## src/rtl/button_press_classifier_pkg.sv

```systemverilog
// Shared state encoding and counter width for the button press classifier.
package button_press_classifier_pkg;

  localparam int CNT_W = 32;

  typedef enum logic [2:0] {
    S_IDLE   = 3'd0,
    S_PRESS1 = 3'd1,
    S_WAIT2  = 3'd2,
    S_PRESS2 = 3'd3,
    S_HOLD   = 3'd4
  } state_t;

endpackage

```

## src/rtl/button_press_classifier_edge_detect.sv

```systemverilog
// Registers the button level and derives single-cycle rise/fall strobes.
module edge_detect (
  input  logic i_Clk,
  input  logic i_Rst,
  input  logic i_Signal,
  output logic rise,
  output logic fall
);

  logic r_Prev;

  // Reset loads the live level so a button held across reset release gives no rise.
  always_ff @(posedge i_Clk) begin
    r_Prev <= i_Signal;
  end

  assign rise = i_Signal & ~r_Prev;
  assign fall = ~i_Signal & r_Prev;

  // i_Rst is accepted for interface symmetry; reset and run behave identically here.
  logic unused_rst;
  assign unused_rst = i_Rst;

endmodule

```

## src/rtl/button_press_classifier.sv

```systemverilog
// Classifies button activity into short, double and long presses with an event counter.
// o_State exposes the FSM state for debug and checker binding.
module button_press_classifier
  import button_press_classifier_pkg::*;
#(
  parameter int unsigned LONG_TICKS   = 25000000,
  parameter int unsigned DOUBLE_TICKS = 6250000
) (
  input  logic       i_Clk,
  input  logic       i_Rst,
  input  logic       i_Signal,
  output logic       o_ShortPress,
  output logic       o_DoublePress,
  output logic       o_LongPress,
  output logic       o_Held,
  output logic [7:0] o_EventCount,
  output logic [2:0] o_State
);

  localparam logic [CNT_W-1:0] LONG_LAST   = CNT_W'(LONG_TICKS - 1);
  localparam logic [CNT_W-1:0] DOUBLE_LAST = CNT_W'(DOUBLE_TICKS - 1);

  logic             rise;
  logic             fall;
  state_t           state;
  logic [CNT_W-1:0] cnt;

  edge_detect u_edge (
    .i_Clk    (i_Clk),
    .i_Rst    (i_Rst),
    .i_Signal (i_Signal),
    .rise     (rise),
    .fall     (fall)
  );

  // Edges are tested before thresholds so an edge wins a same-cycle tie.
  // cnt only runs in the timed states, which bounds it by the active threshold.
  always_ff @(posedge i_Clk) begin
    if (i_Rst) begin
      state         <= S_IDLE;
      cnt           <= '0;
      o_ShortPress  <= 1'b0;
      o_DoublePress <= 1'b0;
      o_LongPress   <= 1'b0;
      o_Held        <= 1'b0;
      o_EventCount  <= 8'd0;
    end else begin
      o_ShortPress  <= 1'b0;
      o_DoublePress <= 1'b0;
      o_LongPress   <= 1'b0;
      cnt           <= cnt + 1'b1;
      case (state)
        S_IDLE: begin
          cnt <= '0;
          if (rise) state <= S_PRESS1;
        end
        S_PRESS1: begin
          if (fall) begin
            state <= S_WAIT2;
            cnt   <= '0;
          end else if (cnt == LONG_LAST) begin
            state        <= S_HOLD;
            cnt          <= '0;
            o_LongPress  <= 1'b1;
            o_Held       <= 1'b1;
            o_EventCount <= o_EventCount + 8'd1;
          end
        end
        S_WAIT2: begin
          if (rise) begin
            state <= S_PRESS2;
            cnt   <= '0;
          end else if (cnt == DOUBLE_LAST) begin
            state        <= S_IDLE;
            cnt          <= '0;
            o_ShortPress <= 1'b1;
            o_EventCount <= o_EventCount + 8'd1;
          end
        end
        S_PRESS2: begin
          if (fall) begin
            state         <= S_IDLE;
            cnt           <= '0;
            o_DoublePress <= 1'b1;
            o_EventCount  <= o_EventCount + 8'd1;
          end else if (cnt == LONG_LAST) begin
            state        <= S_HOLD;
            cnt          <= '0;
            o_LongPress  <= 1'b1;
            o_Held       <= 1'b1;
            o_EventCount <= o_EventCount + 8'd1;
          end
        end
        S_HOLD: begin
          cnt <= '0;
          if (fall) begin
            state  <= S_IDLE;
            o_Held <= 1'b0;
          end
        end
        default: begin
          state  <= S_IDLE;
          cnt    <= '0;
          o_Held <= 1'b0;
        end
      endcase
    end
  end

  assign o_State = state;

endmodule

```

## config.mk

```make
export PLATFORM = sky130hd
export DESIGN_NAME = button_press_classifier
export DESIGN_NICKNAME = d
export VERILOG_FILES = /design/src/rtl/button_press_classifier_pkg.sv /design/src/rtl/button_press_classifier_edge_detect.sv /design/src/rtl/button_press_classifier.sv
export SDC_FILE = /design/constraint.sdc
export NUM_CORES = 1
export LEC_CHECK = 0
export BUFFER_PORTS_ARGS = -buffer_cell sky130_fd_sc_hd__clkbuf_2
export CAP_MARGIN = 20
export CORE_UTILIZATION = 50
export DETAILED_ROUTE_END_ITERATION = 10
export PLACE_DENSITY_LB_ADDON = 0.05
export SLEW_MARGIN = 10
export SYNTH_ARGS = -nofsm -noshare
export SYNTH_HDL_FRONTEND = slang
export SYNTH_SLANG_ARGS = --single-unit
export TNS_END_PERCENT = 1
```

## constraint.sdc

```tcl
create_clock -name i_Clk -period 2.31 [get_ports i_Clk]
set_input_delay 0.1155 -clock i_Clk [delete_from_list [all_inputs] [get_ports i_Clk]]
set_output_delay 0.1155 -clock i_Clk [all_outputs]
set_load 0.005 [all_outputs]
```

After elaboration in Yosys (flattened, before gate mapping) --
Cells that the tools add are included.
Word-level totals: bits in registers 48, bits of input ports 3, output and inout bits 15, logic and storage cells 68
Cells by class: add/subtract/negate cells 2, equality and inequality tests 14, multiplexer cells 26, bitwise gates (word level) 8, reductions and logical operators 10
Operators with widths (count):
- 32-bit 2-to-1 mux | 4
- 32-bit one-hot mux with 2 select lines | 1
- 8-bit 2-to-1 mux | 5
- 32-bit by 1-bit adder with 32-bit output (second input constant) | 1
- 32-bit by 23-bit equality test with 1-bit output (second input constant) | 1
- 32-bit by 25-bit equality test with 1-bit output (second input constant) | 1
- 8-bit one-hot mux with 3 select lines | 1
- 3-bit 2-to-1 mux | 7
- 3-bit one-hot mux with 5 select lines | 1
- 2-bit != test (second input constant) | 6
- 8-bit by 1-bit adder with 8-bit output (second input constant) | 1
- 4-bit AND reduction | 2
- 3-bit by 2-bit equality test with 1-bit output (second input constant) | 2
- 1-bit 2-to-1 mux | 6
- 1-bit inverter | 6
- 2-bit OR reduction | 3
- 3-bit OR reduction | 2
- 3-bit by 1-bit equality test with 1-bit output (second input constant) | 1
- 3-bit equality test (second input constant) | 1
- 3-bit logical NOT | 1
- 3-bit != test (second input constant) | 1
- 1-bit one-hot mux with 3 select lines | 1
- 3-bit AND reduction | 1
- 3-bit nonzero test | 1
- other kinds (2) | 3

Longest topological paths before layout --
Gate-level depths: netlist (run 1).
word-level depth 4, mapped depth 7, mapped depth without buffers 6

Modules after synthesis --
Synthesis (run 1) repeated with hierarchy kept, for this count alone.
Unflattened totals: cells, all modules 253, area total of the unflattened synthesis 2288.4 µm²
Modules (own cells, without submodules):
- button_press_classifier | times used 1, cells an instance 250, area each 2253.4 µm², seq. area each 940.9 µm²
- edge_detect | times used 1, cells an instance 3, area each 35.0 µm², seq. area each 20.0 µm²

Worst setup path after synthesis (run 1) --
OpenSTA, ideal clock, no wires.
kind flip-flop to flip-flop, start reg cnt[0], end reg o_EventCount[3], arrival 1884 ps, slack 303 ps, stages on the path, launching flop included 7, clock period less this slack 2007 ps, cells stage by stage dfxtp_1 > ha_1 > nand3_1 > nor3_1 > a32oi_2 > nor4_1 > mux2_1
On the way: longest elaborated chain between the ends 4, elaborated cells between the ends (all ways) 8, classes of those cells eq/ne: 3; mux: 4; reduce/logical: 1
Ends and longest elaborated chain:
- from (decl) | RTL line button_press_classifier.sv:26 | logic [CNT_W-1:0] cnt;
- from (signal assigned) | RTL line button_press_classifier.sv:51 | cnt <= cnt + 1'b1;
- 32-bit by 25-bit equality test with 1-bit output | RTL line button_press_classifier.sv:61, button_press_classifier.sv:86
- 8-bit 2-to-1 mux
- 8-bit 2-to-1 mux, on equally long branches
- 8-bit one-hot mux with 3 select lines
- to (signal assigned) | RTL line button_press_classifier.sv:66 | o_EventCount <= o_EventCount + 8'd1;
- to (signal assigned) | RTL line button_press_classifier.sv:85 | o_EventCount <= o_EventCount + 8'd1;
- to (signal assigned) | RTL line button_press_classifier.sv:91 | o_EventCount <= o_EventCount + 8'd1;
- to (decl) | RTL line button_press_classifier.sv:16 | output logic [7:0] o_EventCount,
Parallel ways exist; a longest one is shown, timed or not. The select of a mux whose other input is x is not followed. A chain may end at the register's enable or synchronous reset.

Final worst setup path (run 1) --
start reg cnt[27], end reg o_EventCount[3]
The elaborated chain is that of the path after synthesis.

==> results.toml, run 1 <==
[sta]
finalCritPeriodShare_pct = 92.53
finalSetupViolCount = 0
finalHoldViolCount = 0
rsz0062_at_grt = "false"
final_max_slew_viol_count = 0
maxSlewHeadroom_pct = 61.03
period_minus_slack_ns = 2.137
fmax_mhz = 467.9
fin_skew_ns = 0.007399
fin_setup_tns_ns = 0
worstMarginPinSlew_ns = 0.5800
whs_ns = 0.2482

[pwr]
p_leak_uw = 0.0009275
irDropWorstVdd_uv = 347.3
powerDensity_mw_per_mm2 = 524.3
power_uw = 1409

[global_routing]
grt_max_degree = 33
grt.total_usage_pct = 21.16
grt_pass1_vias = 1824
grt_overflow_total = 0
grt_pass1_wl_um = 8355
antenna_found_initial = 0

[cells_and_area]
nets = 311
drive_gt1_share_pct = 14.10
instances_no_fill = 357
antennaDiodeCount = 0
syn_to_final_growth_pct = 13.89
nFillCells = 416

[clock_tree]
cts_buffers = 5
cts.clk_slew.worst_paths_ns = 0.08
hold_buffers = 1
htreeDepth = 2
clockBufferDepth = 2
cts_tree = "yes"
postCtsSetupRepairBufs = 0
worstSkewPairLatency_ns = 0.30
cts_root_buffer = "clkbuf_8"
cts_resized = 0
cts_sinks = 48

[die]
ios = 18
dieWidth_um = 70.70
start_util_pct = 53.10
core-area_mm2 = 0.004444
die_y_um = 70.70
die-area_mm2 = 0.004998
num_rows = 24

[worst_setup_path]
r2r_start = "cnt[27]$_SDFF_PP0_"
required_ns = 2.50
worstPathMaxFanout = 10
crit_path_end_kind = "register"
cpLargestDelayFamily = "simple AND/OR/NAND/NOR gates"
path_buf_inv = 0
setup.worst_path.start = "cnt[27]$_SDFF_PP0_"
criticalPathCategory = "reg2reg"
cp_slowest_cell = "nor4_1"
cp-start-kind = "register"
crit_top_cell = "nor4_1"
arrival_ns = 2.33
cp_slowest_stage_delay_ns = 0.37
path_cells = "nor4_1 -> and4_1 -> a32oi_2 -> nor4_1 -> mux2_1"

[flow_run]
cap_viol_max_count = 0

[yosys]
synth_top_cells_by_area = "dfxtp_1 41%, nor2_1 8.6%, xor2_1 5.9%"
yosys-top-cells-count = "54 x nor2_1, 48 x dfxtp_1, 18 x nand2_1, 16 x xor2_1, 15 x nand3_1"
synth_seq_cells = 48
ys_seq_area_share_pct = 40.72
synth_edf_count = 0
synth.most_common_cell = "nor2_1"
yosysTopAreaCell = "dfxtp_1"
ys_warn_count = 0
synth_top_area_share_pct = 40.72
syn_nets = 281
synth_cell_types = 37
async_flop_share_pct = 0
synth_flop_cell = "dfxtp_1"
synthCells = 275
avgSynthCellArea_um2 = 8.581
syn_area_mm2 = 0.002360

[routing]
vias = 2000
firstDrtPassIters = 7
wirelength_um = 4921
wl_per_cell_um = 13.78
routed_via_density = 5.602
ant_nets = 0
drc = 4
drt_iter0_markers = 210

[hold_path]
hp-class = "in2reg"
min_from = "i_Rst"

[place]
io_buffers = 17
placed_cells = 349
gp_congestion = 0.8298
dpl.hpwl_um = 3650

[outcome]
violations = "design-rule violations"
status = "finished with violations"
-- final cells by class --
cell class,instances,area [um2],area share [%]
Timing Repair Buffer,30,197.7,7.356
Tap cell,52,65.06,2.421
Inverter,9,33.78,1.257
Sequential cell,48,960.9,35.75
Multi-Input combinational cell,211,1334,49.63
Clock buffer,7,96.34,3.585
-- routing by layer --
layer	global-route usage, %	share of wire, %	wire (um)	vias up
met5	0	0	0	-
li1	-	-	-	1022
met1	29.27	51	2487	929
met2	31.62	44	2168	45
met3	4.416	4.3	210	4
met4	9.778	1.1	54	0
-- worst reg2reg max path, delay by kind of cell, from the launching register on --
kind / cells / cell delay [ns]
simple gates: 3 / 1.10
mux: 1 / 0.35
flops: 1 / 0.34
compound gates: 1 / 0.24
-- registers in the layout, summed over array words and instances (netlist names) --
| register | cells |
|---|---|
| o_LongPress | 1 |
| o_Held | 1 |
| o_State | 3 |
| cnt | 32 |
| o_DoublePress | 1 |
| o_EventCount | 8 |
| u_edge.r_Prev | 1 |
| o_ShortPress | 1 |
-- final timing paths --
check | endpoint | slack, ns | depth (start not counted)
worst min-delay path | o_EventCount[0]$_SDFFE_PP0P_ | 0.25 | 2
worst max register to register | o_EventCount[3]$_SDFFE_PP0P_ | 0.17 | 5
worst max-delay path | o_EventCount[3]$_SDFFE_PP0P_ | 0.17 | 5
worst min register to register | cnt[0]$_SDFF_PP0_ | 0.49 | 1
-- cells by family (layout without fill, tap and decap cells) --
logic type | count (synthesis) | in the layout | synth area share (%)
buffers and inverters | 16 | 46 | 2.757
xor gates and xnor gates | 30 | 30 | 11.13
muxes | 6 | 6 | 2.863
adders and majority gates | 3 | 3 | 1.591
AOI/OAI and AO/OA | 17 | 17 | 6.575
DFF | 48 | 48 | 40.72
and+or+nand+nor | 155 | 155 | 34.36
-- placed cells by master (no fill, tap or decap), drive strengths merged, types with 2 or more instances in the layout --
| cell type | instances |
|---|---|
| nand2 | 18 |
| and3 | 5 |
| inv | 9 |
| nor3 | 9 |
| nand4bb | 2 |
| ha | 3 |
| o31ai | 2 |
| or4 | 3 |
| mux2 | 6 |
| nor2b | 10 |
| a21oi | 7 |
| and2 | 2 |
| buf | 12 |
| nand3 | 15 |
| o21ai | 2 |
| nand2b | 3 |
| dfxtp | 48 |
| xnor2 | 14 |
| and4 | 4 |
| xor2 | 16 |
| clkbuf | 24 |
| nor4 | 13 |
| nor2 | 54 |
| nand4 | 14 |
-- power breakdown --
| group | total [uW] | internal [uW] | leakage (uW) | switching [uW] |
|---|---|---|---|---|
| clock network | 527 | 267 | 0.0000503 | 260 |
| registers | 835 | 830 | 0.000387 | 5.66 |
| logic | 47.2 | 15.8 | 0.000490 | 31.4 |
-- metrics by stage --
stage	worst slack [ns]	utilization, %	instance area, um2
final	0.1727	60.47	2688
after global routing	0.04057	60.47	2688
after CTS	0.1677	60.47	2688
after detailed placement	0.1792	58.08	2581
after global placement	0.1913	58.08	2581
after floorplan	0.3029	-	2360
(Power assumes the default switching activity.)
==> inputs of run 2 (changes only) <==
- CORE_ASPECT_RATIO: unset -> 1.25
==> results.toml, run 2 (synthesized netlist as in run 1, its figures left out) <==
[pwr]
switchingPower_uw = 303.6
p_int_uw = 1167
comb_power_share_pct = 3.2
seqPwrFrac_pct = 56.8
powerDensity_mw_per_mm2 = 542.3
power_switching_share_pct = 20.65
power_uw = 1470
p_leak_uw = 0.0009271
p_clk_share_pct = 40.0
irDropWorstVdd_uv = 304.3

[sta]
whs_ns = 0.2422
finalCritPeriodShare_pct = 91.91
rsz0062_at_grt = "false"
fmax_mhz = 471.0
fin_setup_tns_ns = 0
worstMarginPinSlew_ns = 0.5182
maxSlewHeadroom_pct = 65.33
period_minus_slack_ns = 2.123
finalHoldViolCount = 0
fin_skew_ns = 0.007039
final_max_slew_viol_count = 0
finalSetupViolCount = 0

[place]
io_buffers = 17
placed_cells = 354
gp_congestion = 0.8210
dpl.hpwl_um = 3694

[worst_setup_path]
cp-start-kind = "register"
r2r_slack_ns = 0.19
r2r_start = "cnt[16]$_SDFF_PP0_"
crit_path_end_kind = "register"
worstPathMaxFanout = 10
arrival_ns = 2.31
criticalPathCategory = "reg2reg"
rr_worst_depth = 5
reg2reg_to = "o_EventCount[7]$_SDFFE_PP0P_"
setup.worst_path.start = "cnt[16]$_SDFF_PP0_"
required_ns = 2.50

[die]
die_y_um = 78.81
core-area_mm2 = 0.004459
ios = 18
num_rows = 27
start_util_pct = 52.92
die-area_mm2 = 0.005000
dieWidth_um = 63.45

[cells_and_area]
nFillCells = 431
nets = 310
layout_common_cells = "54 x nor2_1, 48 x dfxtp_1, 18 x nand2_1, 17 x clkbuf_2, 16 x xor2_1"
syn_to_final_growth_pct = 14.90
drive_gt1_share_pct = 14.75
multiInputGateArea_mm2 = 0.001346
instances_no_fill = 363
seqCellArea_um2 = 960.9
antennaDiodeCount = 0
top_register = "cnt"
final_common_cell = "nor2_1"
largest_reg_flops = 32

[routing]
drc = 0
top_layer_used = "met4"
wl_met3_um = 127
ant_nets = 0
drt_iter0_markers = 77
wl_per_cell_um = 13.68
vias = 1971
firstDrtPassIters = 4
wl_met1_um = 2138
routed_via_density = 5.430
wirelength_um = 4965
dr_wl_met2_um = 2601

[global_routing]
grt_max_degree = 33
grt_overflow_total = 0
grt.total_usage_pct = 21.24
antenna_found_initial = 0
grt_pass1_vias = 1921
grt_pass1_wl_um = 8369

[clock_tree]
worstSkewPairLatency_ns = 0.30
clockBufferDepth = 2
cts_root_buffer = "clkbuf_8"
cts_tree = "yes"
cts_buffers = 5
cts.clk_slew.worst_paths_ns = 0.08
htreeDepth = 2
cts_sinks = 48

[hold_path]
min_from = "i_Rst"
hp-class = "in2reg"
whs_path_depth = 2
holdPathEnd = "o_State[2]$_SDFFE_PP0P_"

[outcome]
status = "complete, no violations"

[flow_run]
cap_viol_max_count = 0
## run 2: timing repair
item	in CTS	in global routing
endpoints found under the hold margin	1	0
endpoints found under the setup margin	0	6
gates resized for setup	0	3
hold buffers	1	0
buffers inserted	0	0
## run 2: final cells by class
cell class | count | share of cell area [%]
well taps | 58 | 2.677
repair buffers | 29 | 7.014
clock inverters | 2 | 1.292
flip-flops and latches | 48 | 35.44
multi-input cells | 211 | 49.65
clock buffers | 6 | 2.677
inverters | 9 | 1.246
## run 2: metal layers
layer | GRT usage (%) | up-vias
met3 | 4.023 | 9
met5 | 0 | -
met1 | 23.08 | 921
met4 | 8.864 | 0
li1 | - | 1017
met2 | 39.57 | 24
## run 2: worst max path at each step
stage          cells after the start                            to
3_5_place_dp                       6  o_EventCount[5]$_SDFFE_PP0P_
4_1_cts                            6  o_EventCount[5]$_SDFFE_PP0P_
5_1_grt                            5  o_EventCount[7]$_SDFFE_PP0P_
2_1_floorplan                      6  o_EventCount[3]$_SDFFE_PP0P_
6_report                           5  o_EventCount[7]$_SDFFE_PP0P_
3_3_place_gp                       6  o_EventCount[6]$_SDFFE_PP0P_
## run 2: metrics by stage
step	worst slack [ns]	instance area, um2	utilization, %
final	0.1869	2711	60.80
after global routing	0.03534	2711	60.80
after CTS	0.1058	2699	60.52
after detailed placement	0.1232	2581	57.88
after global placement	0.1340	2581	57.88
after floorplan	0.3029	2360	-
## run 2: power by group through the flow
stage               combinational [uW]  sequential (uW)  clock, uW
finish                            47.2              835        588
global route                      53.2              836        636
CTS                               47.5              835        608
detailed placement                46.0              855          0
global placement                  46.2              854          0
floorplan                         34.0              854          0
## run 2: critical path: stages, from the launching register on
cell and delay [ns]:
dfxtp_1 0.42, or4b_4 0.51, nor3_4 0.18, a41oi_4 0.22
nor4_1 0.33, mux2_1 0.35
